==> config.mk <==
export PLATFORM = sky130hd
export DESIGN_NAME = if_stage
export DESIGN_NICKNAME = d
export VERILOG_FILES = /design/src/rtl/if_pkg.sv /design/src/rtl/if_skid_buffer.sv /design/src/rtl/if_stage.sv
export SDC_FILE = /design/constraint.sdc
export NUM_CORES = 1
export LEC_CHECK = 0
export CELL_PAD_IN_SITES_DETAIL_PLACEMENT = 1
export CELL_PAD_IN_SITES_GLOBAL_PLACEMENT = 2
export CORE_MARGIN = 2
export CORE_UTILIZATION = 34
export CTS_BUF_LIST = sky130_fd_sc_hd__clkbuf_8
export CTS_CLUSTER_SIZE = 28
export DETAILED_ROUTE_END_ITERATION = 10
export PLACE_DENSITY_LB_ADDON = 0.1
export RECOVER_POWER = 25
export SYNTH_ARGS = -nofsm -noshare
export SYNTH_HDL_FRONTEND = slang
export SYNTH_SLANG_ARGS = --single-unit
==> constraint.sdc <==
create_clock -name clk -period 2.51 [get_ports clk]
set_input_delay 0.502 -clock clk [delete_from_list [all_inputs] [get_ports clk]]
set_output_delay 0.502 -clock clk [all_outputs]
set_load 0.02 [all_outputs]
==> src/rtl/if_pkg.sv <==
// Shared definitions for the instruction-fetch stage and the decode-side consumers
// of the IF/ID register (state encoding, NOP word, instruction field positions).
package if_pkg;

    typedef enum logic [1:0] {
        IDLE = 2'd0,
        BUSY = 2'd1,
        HOLD = 2'd2
    } if_state_e;

    // sll $0,$0,0 -- decodes as a harmless write to $0
    localparam logic [31:0] NOP_INSTR = 32'h0000_0000;

    localparam int OP_MSB    = 31;
    localparam int OP_LSB    = 26;
    localparam int RS_MSB    = 25;
    localparam int RS_LSB    = 21;
    localparam int RT_MSB    = 20;
    localparam int RT_LSB    = 16;
    localparam int FUNCT_MSB = 5;
    localparam int FUNCT_LSB = 0;

endpackage

==> src/rtl/if_skid_buffer.sv <==
// Single-entry {instr, pc4} holding slot for a fetch that completes while the
// pipeline is stalled; flush has priority over load.
module if_skid_buffer
    import if_pkg::*;
(
    input  logic        clk,
    input  logic        reset,
    input  logic        load,
    input  logic        flush,
    input  logic [31:0] instr_in,
    input  logic [31:0] pc4_in,
    output logic        buf_valid,
    output logic [31:0] buf_instr,
    output logic [31:0] buf_pc4
);

    logic        valid_q, valid_d;
    logic [31:0] instr_q, instr_d;
    logic [31:0] pc4_q, pc4_d;

    always_comb begin
        valid_d = valid_q;
        instr_d = instr_q;
        pc4_d   = pc4_q;
        if (flush) begin
            valid_d = 1'b0;
        end else if (load) begin
            valid_d = 1'b1;
            instr_d = instr_in;
            pc4_d   = pc4_in;
        end
    end

    always_ff @(posedge clk or negedge reset) begin
        if (!reset) begin
            valid_q <= 1'b0;
            instr_q <= NOP_INSTR;
            pc4_q   <= 32'h0;
        end else begin
            valid_q <= valid_d;
            instr_q <= instr_d;
            pc4_q   <= pc4_d;
        end
    end

    assign buf_valid = valid_q;
    assign buf_instr = instr_q;
    assign buf_pc4   = pc4_q;

endmodule

==> src/rtl/if_stage.sv <==
// MIPS instruction-fetch stage: owns the PC, issues one outstanding imem request
// at a time, and holds the IF/ID register that feeds the Control decoder.
module if_stage #(
    parameter logic [31:0] RESET_PC  = 32'h0000_0000,
    parameter logic [31:0] NOP_INSTR = if_pkg::NOP_INSTR
) (
    input  logic        clk,
    input  logic        reset,
    output logic        imem_req,
    output logic [31:0] imem_addr,
    input  logic        imem_ready,
    input  logic [31:0] imem_rdata,
    input  logic        stall,
    input  logic        redirect,
    input  logic [31:0] redirect_pc,
    output logic [31:0] ifid_instr,
    output logic [31:0] ifid_pc4,
    output logic        ifid_valid,
    output logic [5:0]  Op,
    output logic [5:0]  Funct,
    output logic [4:0]  Rt
);

    import if_pkg::*;

    if_state_e   state_q, state_d;
    logic [31:0] pc_q, pc_d;
    logic [31:0] req_addr_q, req_addr_d;
    logic        drop_q, drop_d;
    logic [31:0] ifid_instr_q, ifid_instr_d;
    logic [31:0] ifid_pc4_q, ifid_pc4_d;
    logic        ifid_valid_q, ifid_valid_d;

    logic        buf_load, buf_flush, buf_valid;
    logic [31:0] buf_instr, buf_pc4;
    logic [31:0] pc_plus4;

    assign pc_plus4 = pc_q + 32'd4;

    if_skid_buffer u_skid (
        .clk       (clk),
        .reset     (reset),
        .load      (buf_load),
        .flush     (buf_flush),
        .instr_in  (imem_rdata),
        .pc4_in    (pc_plus4),
        .buf_valid (buf_valid),
        .buf_instr (buf_instr),
        .buf_pc4   (buf_pc4)
    );

    // Redirect outranks every other event; a redirect with a request still in
    // flight keeps the old address on the bus and discards its response later.
    always_comb begin
        state_d      = state_q;
        pc_d         = pc_q;
        req_addr_d   = req_addr_q;
        drop_d       = drop_q;
        ifid_instr_d = ifid_instr_q;
        ifid_pc4_d   = ifid_pc4_q;
        ifid_valid_d = ifid_valid_q;
        buf_load     = 1'b0;
        buf_flush    = 1'b0;

        unique case (state_q)
            IDLE: begin
                state_d = BUSY;
                if (redirect) begin
                    pc_d       = redirect_pc;
                    req_addr_d = redirect_pc;
                end
            end
            BUSY: begin
                if (redirect) begin
                    pc_d         = redirect_pc;
                    ifid_valid_d = 1'b0;
                    ifid_instr_d = NOP_INSTR;
                    buf_flush    = 1'b1;
                    if (imem_ready) begin
                        req_addr_d = redirect_pc;
                        drop_d     = 1'b0;
                    end else begin
                        drop_d = 1'b1;
                    end
                end else if (!imem_ready) begin
                    if (!stall) begin
                        ifid_valid_d = 1'b0;
                        ifid_instr_d = NOP_INSTR;
                    end
                end else if (drop_q) begin
                    drop_d     = 1'b0;
                    req_addr_d = pc_q;
                end else if (!stall) begin
                    ifid_instr_d = imem_rdata;
                    ifid_pc4_d   = pc_plus4;
                    ifid_valid_d = 1'b1;
                    pc_d         = pc_plus4;
                    req_addr_d   = pc_plus4;
                end else begin
                    buf_load   = 1'b1;
                    pc_d       = pc_plus4;
                    req_addr_d = pc_plus4;
                    state_d    = HOLD;
                end
            end
            HOLD: begin
                if (redirect) begin
                    pc_d         = redirect_pc;
                    req_addr_d   = redirect_pc;
                    ifid_valid_d = 1'b0;
                    ifid_instr_d = NOP_INSTR;
                    buf_flush    = 1'b1;
                    state_d      = BUSY;
                end else if (!stall) begin
                    ifid_instr_d = buf_instr;
                    ifid_pc4_d   = buf_pc4;
                    ifid_valid_d = buf_valid;
                    buf_flush    = 1'b1;
                    state_d      = BUSY;
                end
            end
            default: state_d = IDLE;
        endcase
    end

    always_ff @(posedge clk or negedge reset) begin
        if (!reset) begin
            state_q      <= IDLE;
            pc_q         <= RESET_PC;
            req_addr_q   <= RESET_PC;
            drop_q       <= 1'b0;
            ifid_instr_q <= NOP_INSTR;
            ifid_pc4_q   <= 32'h0;
            ifid_valid_q <= 1'b0;
        end else begin
            state_q      <= state_d;
            pc_q         <= pc_d;
            req_addr_q   <= req_addr_d;
            drop_q       <= drop_d;
            ifid_instr_q <= ifid_instr_d;
            ifid_pc4_q   <= ifid_pc4_d;
            ifid_valid_q <= ifid_valid_d;
        end
    end

    assign imem_req   = (state_q == BUSY);
    assign imem_addr  = req_addr_q;
    assign ifid_instr = ifid_instr_q;
    assign ifid_pc4   = ifid_pc4_q;
    assign ifid_valid = ifid_valid_q;
    assign Op         = ifid_instr_q[OP_MSB:OP_LSB];
    assign Funct      = ifid_instr_q[FUNCT_MSB:FUNCT_LSB];
    assign Rt         = ifid_instr_q[RT_MSB:RT_LSB];

endmodule

# Word level (Yosys, flattened, before mapping)

Cells that the tools add are included.

Register bits after elaboration: 197
Input port bits: 69
Output and inout bits: 115
Logic and storage cells: 92

Add/subtract/negate cells: 1
Equality and inequality tests: 15
Mux-type cells: 52
Bitwise operators: 1
Reduce and logical (&&, ||, !) cells: 13

Operator list:

| operator                                              | count |
|---|---|
| two-way mux 32 bit                                    | 19 |
| case mux 32 bit (2 select lines)                      | 4 |
| adder 32 x 3 -> 32 bit, second input constant         | 1 |
| two-way mux 1 bit                                     | 20 |
| two-way mux 2 bit                                     | 6 |
| inequality test 2 bit, second input constant          | 5 |
| AND reduction 5 bit                                   | 2 |
| nonzero test 2 bit                                    | 4 |
| AND reduction 7 bit                                   | 1 |
| inequality test 2 x 1 -> 1 bit, second input constant | 3 |
| case mux 2 bit (3 select lines)                       | 1 |
| AND reduction 3 bit                                   | 2 |
| inequality test 4 x 2 -> 1 bit, second input constant | 1 |
| inequality test 4 x 3 -> 1 bit, second input constant | 1 |
| inequality test 4 bit, second input constant          | 1 |
| case mux 1 bit (2 select lines)                       | 2 |
| AND reduction 2 bit                                   | 2 |
| inequality test 3 x 1 -> 1 bit, second input constant | 1 |
| inequality test 3 bit, second input constant          | 1 |
| equality test 2 x 1 -> 1 bit, second input constant   | 1 |
| equality test 2 bit, second input constant            | 1 |
| logical NOT 2 bit                                     | 1 |
| OR reduction 2 bit                                    | 1 |
| inverter 1 bit                                        | 1 |

# Depth between registers and ports, before layout

Gate-level depths: netlist of the first run.

Depth in word-level cells: 7
Gate-level depth with buffers: 10
Depth with buffers taken out: 7

# Cells and area by module

Synthesis of the first run repeated with hierarchy kept, for this count alone.

Cells, all modules: 1000
Area total of the unflattened synthesis: 10406.2 µm²

By module, submodules not included:

| module         | instances | cells an instance | area each (µm²) | seq. area each (µm²) |
|---|---|---|---|---|
| if_stage       | 1         | 861               | 7672.4          | 3303.2 |
| if_skid_buffer | 1         | 139               | 2733.9          | 1626.6 |

# Least setup slack after synthesis of the first run

Ideal clock, no wire load.

Path type: register to register
Start: reg state_q[0]
End: reg u_skid.instr_q[24] (netlist: u_skid.buf_instr[24])
Setup time: 125 ps
Arrival: 2071 ps
Required time: 2385 ps
Slack: 314 ps
Stages on the path, launching flop included: 8
Path buffers: 3
Clock period less this slack: 2196 ps
Path through: dfrtp_1 ha_1 inv_1 or2_1 clkbuf_1 buf_1 buf_2 mux2_2

Longest elaborated chain between the ends: 4
Elaborated cells on any way between the ends: 6
Classes of those cells: eq/ne (2); mux (2); bitwise (1); reduce/logical (1)

Ends and longest elaborated chain:

| element                                  | line                 | text |
|---|---|---|
| start, declared                          | if_stage.sv:26       | `if_state_e state_q, state_d;` |
| start signal, assigned                   | if_stage.sv:136      | `state_q <= state_d;` |
| equality test 2 x 1 -> 1 bit (*)         | -                    |  |
| net imem_req                             | if_stage.sv:9        | `output logic imem_req,` |
| case mux 1 bit (2 select lines)          | if_stage.sv:65       | `unique case (state_q)` |
| inverter 1 bit (no source line)          | -                    |  |
| AND reduction 2 bit (no source line) (*) | -                    |  |
| end signal, assigned                     | if_skid_buffer.sv:41 | `instr_q <= instr_d;` |
| end, declared                            | if_skid_buffer.sv:18 | `logic [31:0] instr_q, instr_d;` |

Mark *: on every way through the listed nets, which the timed path passes. The rest lies on a longest branch.
A chain may end at the register's enable or synchronous reset.

# Worst setup path after layout of the first run

Start: reg pc_q[12]
End: reg ifid_pc4_q[22] (netlist: ifid_pc4[22])

Longest elaborated chain between the ends: 6

Ends and longest elaborated chain:

| element                          | line            | text |
|---|---|---|
| start, declared                  | if_stage.sv:27  | `logic [31:0] pc_q, pc_d;` |
| start signal, assigned           | if_stage.sv:137 | `pc_q <= pc_d;` |
| adder 32 x 3 -> 32 bit           | if_stage.sv:38  | `assign pc_plus4 = pc_q + 32'd4;` |
| two-way mux 32 bit               | if_stage.sv:93  | `end else if (!stall) begin` |
| two-way mux 32 bit               | if_stage.sv:90  | `end else if (drop_q) begin` |
| two-way mux 32 bit               | if_stage.sv:85  | `end else if (!imem_ready) begin` |
| two-way mux 32 bit               | if_stage.sv:74  | `if (redirect) begin` |
| case mux 32 bit (2 select lines) | if_stage.sv:65  |  |
| end signal, assigned             | if_stage.sv:141 | `ifid_pc4_q <= ifid_pc4_d;` |
| end, declared                    | if_stage.sv:31  | `logic [31:0] ifid_pc4_q, ifid_pc4_d;` |

Every way passes these cells. The select of a mux whose other input is x is not followed.

==> results by group, run 1 <==
Power
  • Clock network power share: 12.0%
  • Internal: 9.91 mW
  • VDD IR max: 629 uV
  • Tot Pwr: 18.2 mW
  • PwrDens: 1390 nW/um^2
  • Sw frac: 45.5%
  • Sequential cell fraction of total power: 32.8%
  • Comb power frac: 55.2%
  • Net Sw Power: 8.28 mW
  • Pleak: 5.39 nW

CTS
  • Number of clock sinks: 197
  • CTS tree: done
  • Total CTS buffers: 17
  • Worst-path clk slew: 0.12 ns
  • Max H-tree Level: 4
  • Clk Latency, worst-skew pair: 0.48 ns
  • Clock tree root buffer cell: clkbuf_8
  • CTS Buffer Depth: 2
  • Setup Buffers After CTS: 0

Floorplanning
  • Core Area: 29,500 sq um
  • Starting Density: 34.3%
  • Die area: 31,100 sq um
  • Die H: 176 microns
  • Die width: 176 microns
  • I/O Pins: 184
  • Row count: 63

Global route
  • First-pass GRT wire length: 52,500 microns
  • Gr ovfl total: 0
  • Vias in the first global route: 9,115
  • Initial antenna violation count: 0
  • GRT Util Overall: 21.6%
  • Largest net degree at the start of global routing: 67

Synthesis
  • Synth Flop Type: dfrtp_1
  • Syn Nets: 1,147
  • Post-synthesis sequential area ratio: 48.8%
  • Most frequent cells after synthesis: dfrtp_1 (197), nand2_1 (152), o21ai_0 (103)
  • Gate Count Post-Synth: 1,072
  • Most numerous cell in the Yosys netlist: dfrtp_1
  • Flop and latch count out of synthesis: 197
  • Netlist cell types: 61
  • Post-synth EDFFs: 0
  • Post-synth ARST share: 100%
  • Ranking of synthesized cells by area: dfrtp_1 (49%), mux2_2 (6.1%), nand2_1 (5.6%), o21ai_0 (5.1%), a22oi_1 (2.9%)
  • YS warnings: 0
  • Synth area leader: dfrtp_1
  • Share of the synthesized area in the top cell type: 48.8%
  • Post-Syn Area: 10,100 sq um
  • Avg Inst Size Synth: 9.43 sq um

Detailed routing
  • Antenna-violating nets left: 0
  • # DRC: 0
  • DR vias/cell: 5.29
  • Pre-antenna DRT Iters: 4
  • Drt total wl: 32,700 microns
  • DR iter-0 viols: 599
  • Total number of vias: 8,722
  • DR WL/cell: 19.8 microns

Outcome
  • Status: finished with violations
  • Failing checks: max-capacitance violations, max-slew violations

Critical path
  • R2R cell count: 6
  • Critical Path AT: 2.71 ns
  • Worst path depth: 6
  • Setup crit end: ifid_pc4[22]
  • Max Fanout on Critical Path: 11
  • Worst Path Buf+Inv: 1
  • Capturing point of the worst reg2reg path: ifid_pc4[22]
  • Worst r2r src: pc_q[12]
  • CP max stage cell: or4_1
  • Crit-path leading delay family: simple AND/OR/NAND/NOR gates
  • Flop-to-flop setup slack: 0.17 ns
  • Max incr delay on CP: 0.56 ns
  • CP Capture Type: flip-flop
  • Crit-path cells: nand4_1 > or4_1 > buf_4 > o21a_1 > o31ai_1 > o21ai_0
  • Critical Path Source: pc_q[12]
  • Crit path launch type: flip-flop
  • Critical path class: reg -> reg
  • Req. time, crit path: 2.88 ns

Timing
  • Slew Limit Fails: 54
  • Sum Neg Setup Slack: 0 ns
  • Least-Margin Pin Slew: 1.61 ns
  • Rel. slew slack: -7.06%
  • Final period utilization: 93.4%
  • Min Tclk post-route: 2.34 ns
  • Worst setup margin: 0.166 ns
  • Fmax: 0.427 GHz
  • Setup Skew: 0.0223 ns
  • Final setup viols: 0
  • Unrepaired setup endpoints after global routing: false
  • Hold WS: 0.488 ns
  • Final hold viol count: 0

Cells and area
  • # nets final: 1,322
  • Area growth, synth to finish: 29.6%
  • Diode count: 0
  • Layout Utilization: 44.4%
  • Layout cell share with drive strength beyond 1: 14.6%
  • Fillers: 3,363

Job
  • # Max-Cap Violations: 1

Placement
  • IO buf count: 183
  • Final HPWL from detailed placement: 23,900 microns
  • Post-placement worst setup slack: -0.0450 ns
  • GPL Wtd Cong: 0.881

Min path
  • Worst hold path type: reg -> reg
-- cells by family after synthesis --
kind of cell	synth area share, %
AOI/OAI and AO/OA	17.1
xor gates and xnor gates	3.12
adders and majority gates	0.743
buffers and inverters	5.41
DFF	48.8
muxes	7.61
and+or+nand+nor	17.3
-- per-layer routing --
| layer | global-route usage [%] | vias up | wire length (microns) |
|---|---|---|---|
| li1 | - | 4160 | - |
| met1 | 32.8 | 4347 | 16400 |
| met2 | 32.5 | 194 | 14500 |
| met3 | 2.73 | 21 | 1330 |
| met4 | 5.23 | 0 | 450 |
| met5 | 0 | - | 0 |
-- final cells by class --
cell class / instances / area, sq um / area share, %
Inverter: 17 / 63.8 / 0.487
Clock buffer: 19 / 262 / 2.00
Clock inverter: 13 / 149 / 1.14
Sequential cell: 197 / 4930 / 37.6
Timing Repair Buffer: 261 / 2540 / 19.4
Tap cell: 390 / 488 / 3.73
Multi-Input combinational cell: 753 / 4670 / 35.6
-- what timing repair did --
item                                    4_1_cts  5_1_grt
gates cloned                                  0        0
endpoints found under the hold margin        20        0
hold buffers                                  1        0
endpoints found under the setup margin        1        3
gates resized for setup                       1        1
-- per-stage QoR --
| step | area, sq um | cells |
|---|---|---|
| 4_1_cts | 13100 | 1650 |
| 3_5_place_dp | 12700 | 1617 |
| 3_3_place_gp | 12700 | 1617 |
| 6_report | 13100 | 1650 |
| 2_1_floorplan | 10100 | 1072 |
| 5_1_grt | 13100 | 1650 |
-- placed cells by master, fill, tap and decap left out, types with 16 or more instances in the layout --
master	n
a21oi_1	43
dfrtp_1	197
clkdlybuf4s50_1	181
o21ai_0	102
nor3_1	27
nor4_1	20
xnor2_1	19
inv_1	16
buf_4	64
clkbuf_8	19
nand4_1	18
nor2_1	53
mux2_2	55
nand2_1	152
a22oi_1	39
nand3_1	34
xor2_1	17
-- flip-flops by register name, indices dropped and copies added, names as in the netlist --
name and count:
pc_q 32, u_skid.buf_instr 32, imem_addr 32, ifid_pc4 32, u_skid.buf_pc4 32, ifid_valid 1, state_q 2, u_skid.buf_valid 1
ifid_instr 32, drop_q 1
-- how the worst min path moves through the flow --
stage / from / end / depth (start not counted)
floorplan: reset / drop_q / 0
global placement: u_skid.buf_pc4[24] / u_skid.buf_pc4[24] / 2
detailed placement: u_skid.buf_pc4[24] / u_skid.buf_pc4[24] / 2
CTS: u_skid.buf_pc4[5] / u_skid.buf_pc4[5] / 2
global route: u_skid.buf_pc4[5] / u_skid.buf_pc4[5] / 2
finish: ifid_pc4[2] / ifid_pc4[2] / 2
-- worst reg2reg max path, delay by kind of cell, from the launching register on --
family | cells | cell delay [ns]
flip-flops | 1 | 0.55
AND/OR/NAND/NOR | 2 | 0.80
buffers and inverters | 1 | 0.21
AO/OA/AOI/OAI | 3 | 0.69
-- power groups by stage --
stage          sequential (mW)  combinational (mW)  clock (mW)
3_5_place_dp              6.04                10.1           0
2_1_floorplan             6.43                5.25           0
3_3_place_gp              5.99                9.97           0
6_report                  5.98                10.0        2.18
5_1_grt                   6.22                11.0        2.38
4_1_cts                   5.98                10.1        2.28
Note: power is estimated with default switching activity, not from simulation.
==> run 2, diff against run 1 <==
CORE_UTILIZATION = 35   (was 34)
SYNTH_HIERARCHICAL = 1   (was default)
==> results by group, run 2 <==
Critical path
  • Crit-path cells: nand4_1 > buf_4 > or4_4 > o31a_1 > or2_2 > mux2_4 (was nand4_1 > or4_1 > buf_4 > o21a_1 > o31ai_1 > o21ai_0)
  • Worst Path Buf+Inv: 1 (unchanged)
  • Flop-to-flop setup slack: 0.13 ns (was 0.17 ns)
  • Max Fanout on Critical Path: 11 (unchanged)
  • R2R cell count: 6 (unchanged)
  • Crit path launch type: flip-flop (unchanged)
  • Capturing point of the worst reg2reg path: u_skid/buf_pc4[24] (was ifid_pc4[22])
  • CP max stage cell: or4_4 (was or4_1)
  • CP Capture Type: flip-flop (unchanged)
  • Crit-path leading delay family: simple AND/OR/NAND/NOR gates (unchanged)
  • Worst r2r src: pc_q[10] (was pc_q[12])
  • Req. time, crit path: 2.86 ns (was 2.88 ns)
  • Critical Path AT: 2.72 ns (was 2.71 ns)
  • Critical path class: reg -> reg (unchanged)
  • Max incr delay on CP: 0.61 ns (was 0.56 ns)

Cells and area
  • Post-route cell area: 13,400 sq um (was 13,100 sq um)
  • Layout Utilization: 45.4% (was 44.4%)
  • Fillers: 3,271 (was 3,363)
  • Commonest non-fill, non-tap cells in the layout: dfrtp_1 (196), clkdlybuf4s50_1 (181), nand2_1 (120), o21ai_0 (73), buf_4 (73) (was dfrtp_1 (197), clkdlybuf4s50_1 (181), nand2_1 (152), o21ai_0 (102), buf_4 (64))
  • Final std cells w/o fill: 1,583 (was 1,650)
  • # nets final: 1,255 (was 1,322)
  • Area growth, synth to finish: 28.5% (was 29.6%)
  • Layout cell share with drive strength beyond 1: 19.3% (was 14.6%)
  • Diode count: 0 (unchanged)
  • Most common cell after layout, fill and taps aside: dfrtp_1 (unchanged)

Power
  • Pleak: 5.53 nW (was 5.39 nW)
  • PwrDens: 1360 nW/um^2 (was 1390 nW/um^2)
  • VDD IR max: 478 uV (was 629 uV)

Timing
  • Slew Limit Fails: 60 (was 54)
  • Setup Skew: 0.0253 ns (was 0.0223 ns)
  • Final period utilization: 94.7% (was 93.4%)
  • Rel. slew slack: -15.2% (was -7.06%)
  • Unrepaired setup endpoints after global routing: false (unchanged)
  • Min Tclk post-route: 2.38 ns (was 2.34 ns)
  • Final setup viols: 0 (unchanged)
  • Fmax: 0.421 GHz (was 0.427 GHz)
  • Least-Margin Pin Slew: 1.73 ns (was 1.61 ns)
  • Sum Neg Setup Slack: 0 ns (unchanged)
  • Hold WS: 0.488 ns (about the same)
  • Final hold viol count: 0 (unchanged)

Synthesis
  • Ranking of synthesized cells by area: dfrtp_1 (47%), mux2_4 (8.7%), nand2_1 (4.3%), o21ai_0 (3.6%), a22oi_1 (2.5%) (was dfrtp_1 (49%), mux2_2 (6.1%), nand2_1 (5.6%), o21ai_0 (5.1%), a22oi_1 (2.9%))
  • Post-synth ARST share: 100% (unchanged)
  • Synth area leader: dfrtp_1 (unchanged)
  • Post-synth EDFFs: 0 (unchanged)
  • Share of the synthesized area in the top cell type: 47.4% (was 48.8%)
  • Most numerous cell in the Yosys netlist: dfrtp_1 (unchanged)
  • Synth Flop Type: dfrtp_1 (unchanged)
  • Post-synthesis sequential area ratio: 47.4% (was 48.8%)
  • Netlist cell types: 70 (was 61)
  • Most frequent cells after synthesis: dfrtp_1 (197), nand2_1 (120), o21ai_0 (74) (was dfrtp_1 (197), nand2_1 (152), o21ai_0 (103))
  • Syn Nets: 1,075 (was 1,147)
  • Avg Inst Size Synth: 10.4 sq um (was 9.43 sq um)
  • YS warnings: 6 (was 0)
  • Gate Count Post-Synth: 1,000 (was 1,072)
  • Flop and latch count out of synthesis: 197 (unchanged)
  • Post-Syn Area: 10,400 sq um (was 10,100 sq um)

Floorplanning
  • Core Area: 29,500 sq um (unchanged)
  • Die area: 31,100 sq um (about the same)
  • Row count: 63 (unchanged)
  • Starting Density: 35.3% (was 34.3%)
  • Die H: 176 microns (about the same)
  • Die width: 176 microns (about the same)
  • I/O Pins: 184 (unchanged)

Detailed routing
  • # DRC: 0 (unchanged)
  • Drt total wl: 30,200 microns (was 32,700 microns)
  • DR vias/cell: 5.20 (was 5.29)
  • Total number of vias: 8,227 (was 8,722)
  • Pre-antenna DRT Iters: 6 (was 4)
  • Antenna-violating nets left: 0 (unchanged)
  • DR WL/cell: 19.1 microns (was 19.8 microns)
  • DR iter-0 viols: 474 (was 599)

Job
  • # Max-Cap Violations: 1 (unchanged)

CTS
  • Clk Latency, worst-skew pair: 0.48 ns (about the same)
  • Total CTS buffers: 17 (unchanged)
  • CTS Buffer Depth: 2 (unchanged)
  • Max H-tree Level: 4 (unchanged)
  • Number of clock sinks: 197 (unchanged)
  • CTS tree: done (unchanged)
  • Clock tree root buffer cell: clkbuf_8 (unchanged)
  • Worst-path clk slew: 0.12 ns (about the same)

Global route
  • Initial antenna violation count: 0 (unchanged)
  • Gr ovfl total: 0 (unchanged)
  • GRT Util Overall: 19.9% (was 21.6%)
  • Vias in the first global route: 8,454 (was 9,115)
  • Largest net degree at the start of global routing: 67 (unchanged)
  • First-pass GRT wire length: 48,700 microns (was 52,500 microns)

Placement
  • Final HPWL from detailed placement: 22,200 microns (was 23,900 microns)
  • Post-DP Area: 12,900 sq um (was 12,700 sq um)
  • IO buf count: 183 (unchanged)
  • GPL Wtd Cong: 0.846 (was 0.881)
  • Placed Cells: 1,549 (was 1,617)

Outcome
  • Status: finished with violations (unchanged)
  • Failing checks: max-capacitance violations, max-slew violations (unchanged)

Min path
  • Hold path cells: 2 (unchanged)
  • Hold_sp: ifid_pc4[6] (was ifid_pc4[2])
  • Worst Hold Path EP: ifid_pc4[6] (was ifid_pc4[2])
  • Worst hold path type: reg -> reg (unchanged)
[run 2: cells by family (layout without fill, tap and decap cells)]
group | count (synthesis) | after routing | share of synthesized area, %
and+or+nand+nor | 299 | 299 | 14.8
DFF | 197 | 197 | 47.4
AOI/OAI and AO/OA | 241 | 241 | 15.0
muxes | 92 | 92 | 12.0
buffers and inverters | 120 | 313 | 6.43
adders and majority gates | 6 | 6 | 0.721
xor gates and xnor gates | 45 | 45 | 3.79
[run 2: area by class of cell]
type / count / area, sq um / share of cell area [%]
clock buffers: 17 / 234 / 1.75
clock inverters: 15 / 190 / 1.42
flip-flops and latches: 197 / 4930 / 36.9
inverters: 11 / 41.3 / 0.309
multi-input cells: 683 / 4840 / 36.2
well taps: 390 / 488 / 3.65
repair buffers: 270 / 2650 / 19.8
[run 2: report_power, final]
part	leakage [nW]	internal, mW	switching (mW)
sequential	2.43	4.72	1.13
clock	0.208	0.853	1.37
combinational	2.89	4.78	5.31
total	5.53	10.3	7.81
[run 2: stage by stage]
stage,power (mW),setup slack (ns)
after CTS,18.4,0.00834
final,18.2,0.134
after global placement,15.9,-0.368
after detailed placement,16.1,-0.367
after global routing,19.5,0.0236
after floorplan,11.8,0.0724
[run 2: routing by layer]
metal | track usage [%] | wire [microns] | vias to the layer above
met1 | 29.2 | 15300 | 4138
met3 | 2.52 | 940 | 17
met2 | 31.5 | 13800 | 167
met5 | 0 | 0 | -
li1 | - | - | 3905
met4 | 4.17 | 284 | 0
[run 2: worst max path at each step]
| stage | startpoint | end | slack, ns | cells past startpoint |
|---|---|---|---|---|
| after floorplan | state_q[0] | u_skid/buf_instr[0] | 0.07 | 11 |
| after CTS | state_q[1] | imem_req | 0.008 | 3 |
| after global routing | state_q[0] | imem_addr[22] | 0.02 | 9 |
| final | pc_q[10] | u_skid/buf_pc4[24] | 0.13 | 6 |
| after global placement | stall | u_skid/buf_pc4[0] | -0.37 | 7 |
| after detailed placement | stall | u_skid/buf_pc4[24] | -0.37 | 7 |
[run 2: worst min-delay path: cells and delay by family (launching register included)]
family	cells	cell delay, ns
AO/OA/AOI/OAI	1	0.05
flip-flops	1	0.36
AND/OR/NAND/NOR	1	0.05
[run 2: what timing repair did]
item	4_1_cts	5_1_grt
buffers inserted	0	1
hold buffers	1	0
endpoints found under the hold margin	3	0
resized for setup	2	2
pin swaps	0	1
endpoints found under the setup margin	3	4
==> run 3, diff against run 2 <==
CORE_MARGIN = 8   (was 2)
==> results by group, run 3 (synthesized netlist as in run 2, its figures left out) <==
Outcome
  • Status: completed (was finished with violations)

Detailed routing
  • Pre-antenna DRT Iters: 6 (unchanged)
  • # DRC: 0 (unchanged)
  • DR iter-0 viols: 563 (was 474)
  • DR vias/cell: 5.13 (was 5.20)
  • Antenna-violating nets left: 0 (unchanged)
  • Total number of vias: 8,114 (was 8,227)
  • DR WL/cell: 20.1 microns (was 19.1 microns)
  • Drt total wl: 31,800 microns (was 30,200 microns)

Critical path
  • Critical path class: reg -> reg (unchanged)
  • Crit path launch type: flip-flop (unchanged)
  • R2R cell count: 6 (unchanged)
  • CP Capture Type: flip-flop (unchanged)
  • Capturing point of the worst reg2reg path: imem_addr[25] (was u_skid/buf_pc4[24])
  • Critical Path Source: pc_q[3] (was pc_q[10])
  • Critical Path AT: 2.77 ns (was 2.72 ns)
  • Worst r2r src: pc_q[3] (was pc_q[10])
  • Max Fanout on Critical Path: 14 (was 11)
  • Req. time, crit path: 2.91 ns (was 2.86 ns)
  • Flop-to-flop setup slack: 0.14 ns (was 0.13 ns)

Floorplanning
  • I/O Pins: 184 (unchanged)
  • Core Area: 29,500 sq um (unchanged)
  • Die H: 188 microns (was 176 microns)
  • Die width: 188 microns (was 176 microns)
  • Row count: 63 (unchanged)
  • Die area: 35,500 sq um (was 31,100 sq um)
  • Starting Density: 35.3% (unchanged)

CTS
  • CTS tree: done (unchanged)
  • CTS Buffer Depth: 2 (unchanged)
  • Clock tree root buffer cell: clkbuf_8 (unchanged)
  • Clk Latency, worst-skew pair: 0.49 ns (was 0.48 ns)
  • Max H-tree Level: 4 (unchanged)
  • Number of clock sinks: 197 (unchanged)
  • Worst-path clk slew: 0.11 ns (was 0.12 ns)
  • Total CTS buffers: 17 (unchanged)

Global route
  • Gr ovfl total: 0 (unchanged)
  • First-pass GRT wire length: 51,900 microns (was 48,700 microns)
  • Largest net degree at the start of global routing: 67 (unchanged)
  • Vias in the first global route: 8,766 (was 8,454)
  • Initial antenna violation count: 0 (unchanged)
  • GRT Util Overall: 18.2% (was 19.9%)

Power
  • VDD IR max: 613 uV (was 478 uV)
  • Pleak: 5.52 nW (was 5.53 nW)
  • Sw frac: 43.6% (was 43.0%)
  • Clock network power share: 12.0% (was 12.2%)
  • Net Sw Power: 7.96 mW (was 7.81 mW)
  • Internal: 10.3 mW (about the same)
  • PwrDens: 1370 nW/um^2 (was 1360 nW/um^2)
  • Sequential cell fraction of total power: 32.0% (was 32.2%)
  • Comb power frac: 56.1% (was 55.6%)

Timing
  • Unrepaired setup endpoints after global routing: false (unchanged)
  • Final period utilization: 94.5% (was 94.7%)
  • Slew Limit Fails: 0 (was 60)
  • Worst setup margin: 0.138 ns (was 0.134 ns)
  • Min Tclk post-route: 2.37 ns (was 2.38 ns)
  • Final hold viol count: 0 (unchanged)
  • Rel. slew slack: 35.0% (was -15.2%)
  • Setup Skew: 0.0213 ns (was 0.0253 ns)
  • Final setup viols: 0 (unchanged)
  • Least-Margin Pin Slew: 0.975 ns (was 1.73 ns)
  • Fmax: 0.422 GHz (was 0.421 GHz)

Job
  • # Max-Cap Violations: 0 (was 1)

Cells and area
  • Fillers: 3,300 (was 3,271)
  • Most common cell after layout, fill and taps aside: dfrtp_1 (unchanged)
  • Diode count: 0 (unchanged)
  • Commonest non-fill, non-tap cells in the layout: dfrtp_1 (197), clkdlybuf4s50_1 (181), nand2_1 (120), o21ai_0 (73), buf_4 (70) (was dfrtp_1 (196), clkdlybuf4s50_1 (181), nand2_1 (120), o21ai_0 (73), buf_4 (73))
  • Layout Utilization: 45.3% (was 45.4%)
  • Layout cell share with drive strength beyond 1: 19.1% (was 19.3%)
  • # nets final: 1,254 (was 1,255)
  • Area growth, synth to finish: 28.3% (was 28.5%)

Placement
  • Final HPWL from detailed placement: 22,900 microns (was 22,200 microns)
  • GPL Wtd Cong: 0.835 (was 0.846)
  • Post-placement worst setup slack: -0.395 ns (was -0.367 ns)
  • IO buf count: 183 (unchanged)

Min path
  • Hold_sp: ifid_pc4[21] (was ifid_pc4[6])
  • Worst Hold Path EP: ifid_pc4[21] (was ifid_pc4[6])
  • Hold path cells: 2 (unchanged)
  • Worst hold path type: reg -> reg (unchanged)
run 3: final cells by class:
class	instances	area [sq um]	share of cell area, %
flip-flops and latches	197	4930	36.9
multi-input cells	683	4840	36.3
repair buffers	269	2640	19.7
well taps	390	488	3.66
clock buffers	17	234	1.75
clock inverters	15	181	1.36
inverters	11	41.3	0.309
run 3: worst max path at each step:
stage / endpoint / slack (ns) / depth (start not counted)
2_1_floorplan: u_skid/buf_instr[0] / 0.07 / 11
3_3_place_gp: u_skid/buf_instr[31] / -0.33 / 7
3_5_place_dp: u_skid/buf_instr[30] / -0.40 / 7
4_1_cts: u_skid/buf_pc4[26] / 0.11 / 6
5_1_grt: pc_q[20] / 0.004 / 7
6_report: imem_addr[25] / 0.14 / 6
run 3: stage by stage:
stage                     TNS (ns)  instances  area [sq um]  hold slack [ns]  total power, mW
after floorplan                  0       1000         10400            0.206             11.8
after global placement      -19.79       1548         12900            0.452             16.1
after detailed placement    -23.23       1548         12900            0.449             16.3
after CTS                        0       1581         13400            0.454             18.5
after global routing             0       1582         13400            0.512             19.6
final                            0       1582         13400            0.490             18.3
run 3: timing repair:
item	CTS	global route
pin swaps	0	1
hold buffers	1	0
gates resized for setup	3	0
buffers inserted	0	1
setup endpoints to repair	2	1
hold endpoints to repair	33	0
run 3: metal layers:
| metal | up-vias | global-route usage, % | wire length [microns] |
|---|---|---|---|
| met4 | 0 | 3.76 | 280 |
| met3 | 19 | 2.94 | 1180 |
| met1 | 4002 | 26.1 | 15700 |
| li1 | 3910 | - | - |
| met5 | - | 0 | 0 |
| met2 | 183 | 28.5 | 14600 |
run 3: power by group through the flow:
stage / sequential, mW / combinational (mW) / clock [mW]
after floorplan: 6.37 / 5.47 / 0
after global placement: 5.86 / 10.2 / 0
after detailed placement: 5.91 / 10.4 / 0
after CTS: 5.86 / 10.4 / 2.26
after global routing: 6.06 / 11.2 / 2.38
final: 5.84 / 10.2 / 2.19
run 3: critical path, stage by stage (launching register included):
cell	delay, ns
dfrtp_1	0.50
nand4_2	0.14
or4_1	0.62
buf_4	0.24
or4_4	0.45
xor2_1	0.16
o22ai_1	0.18
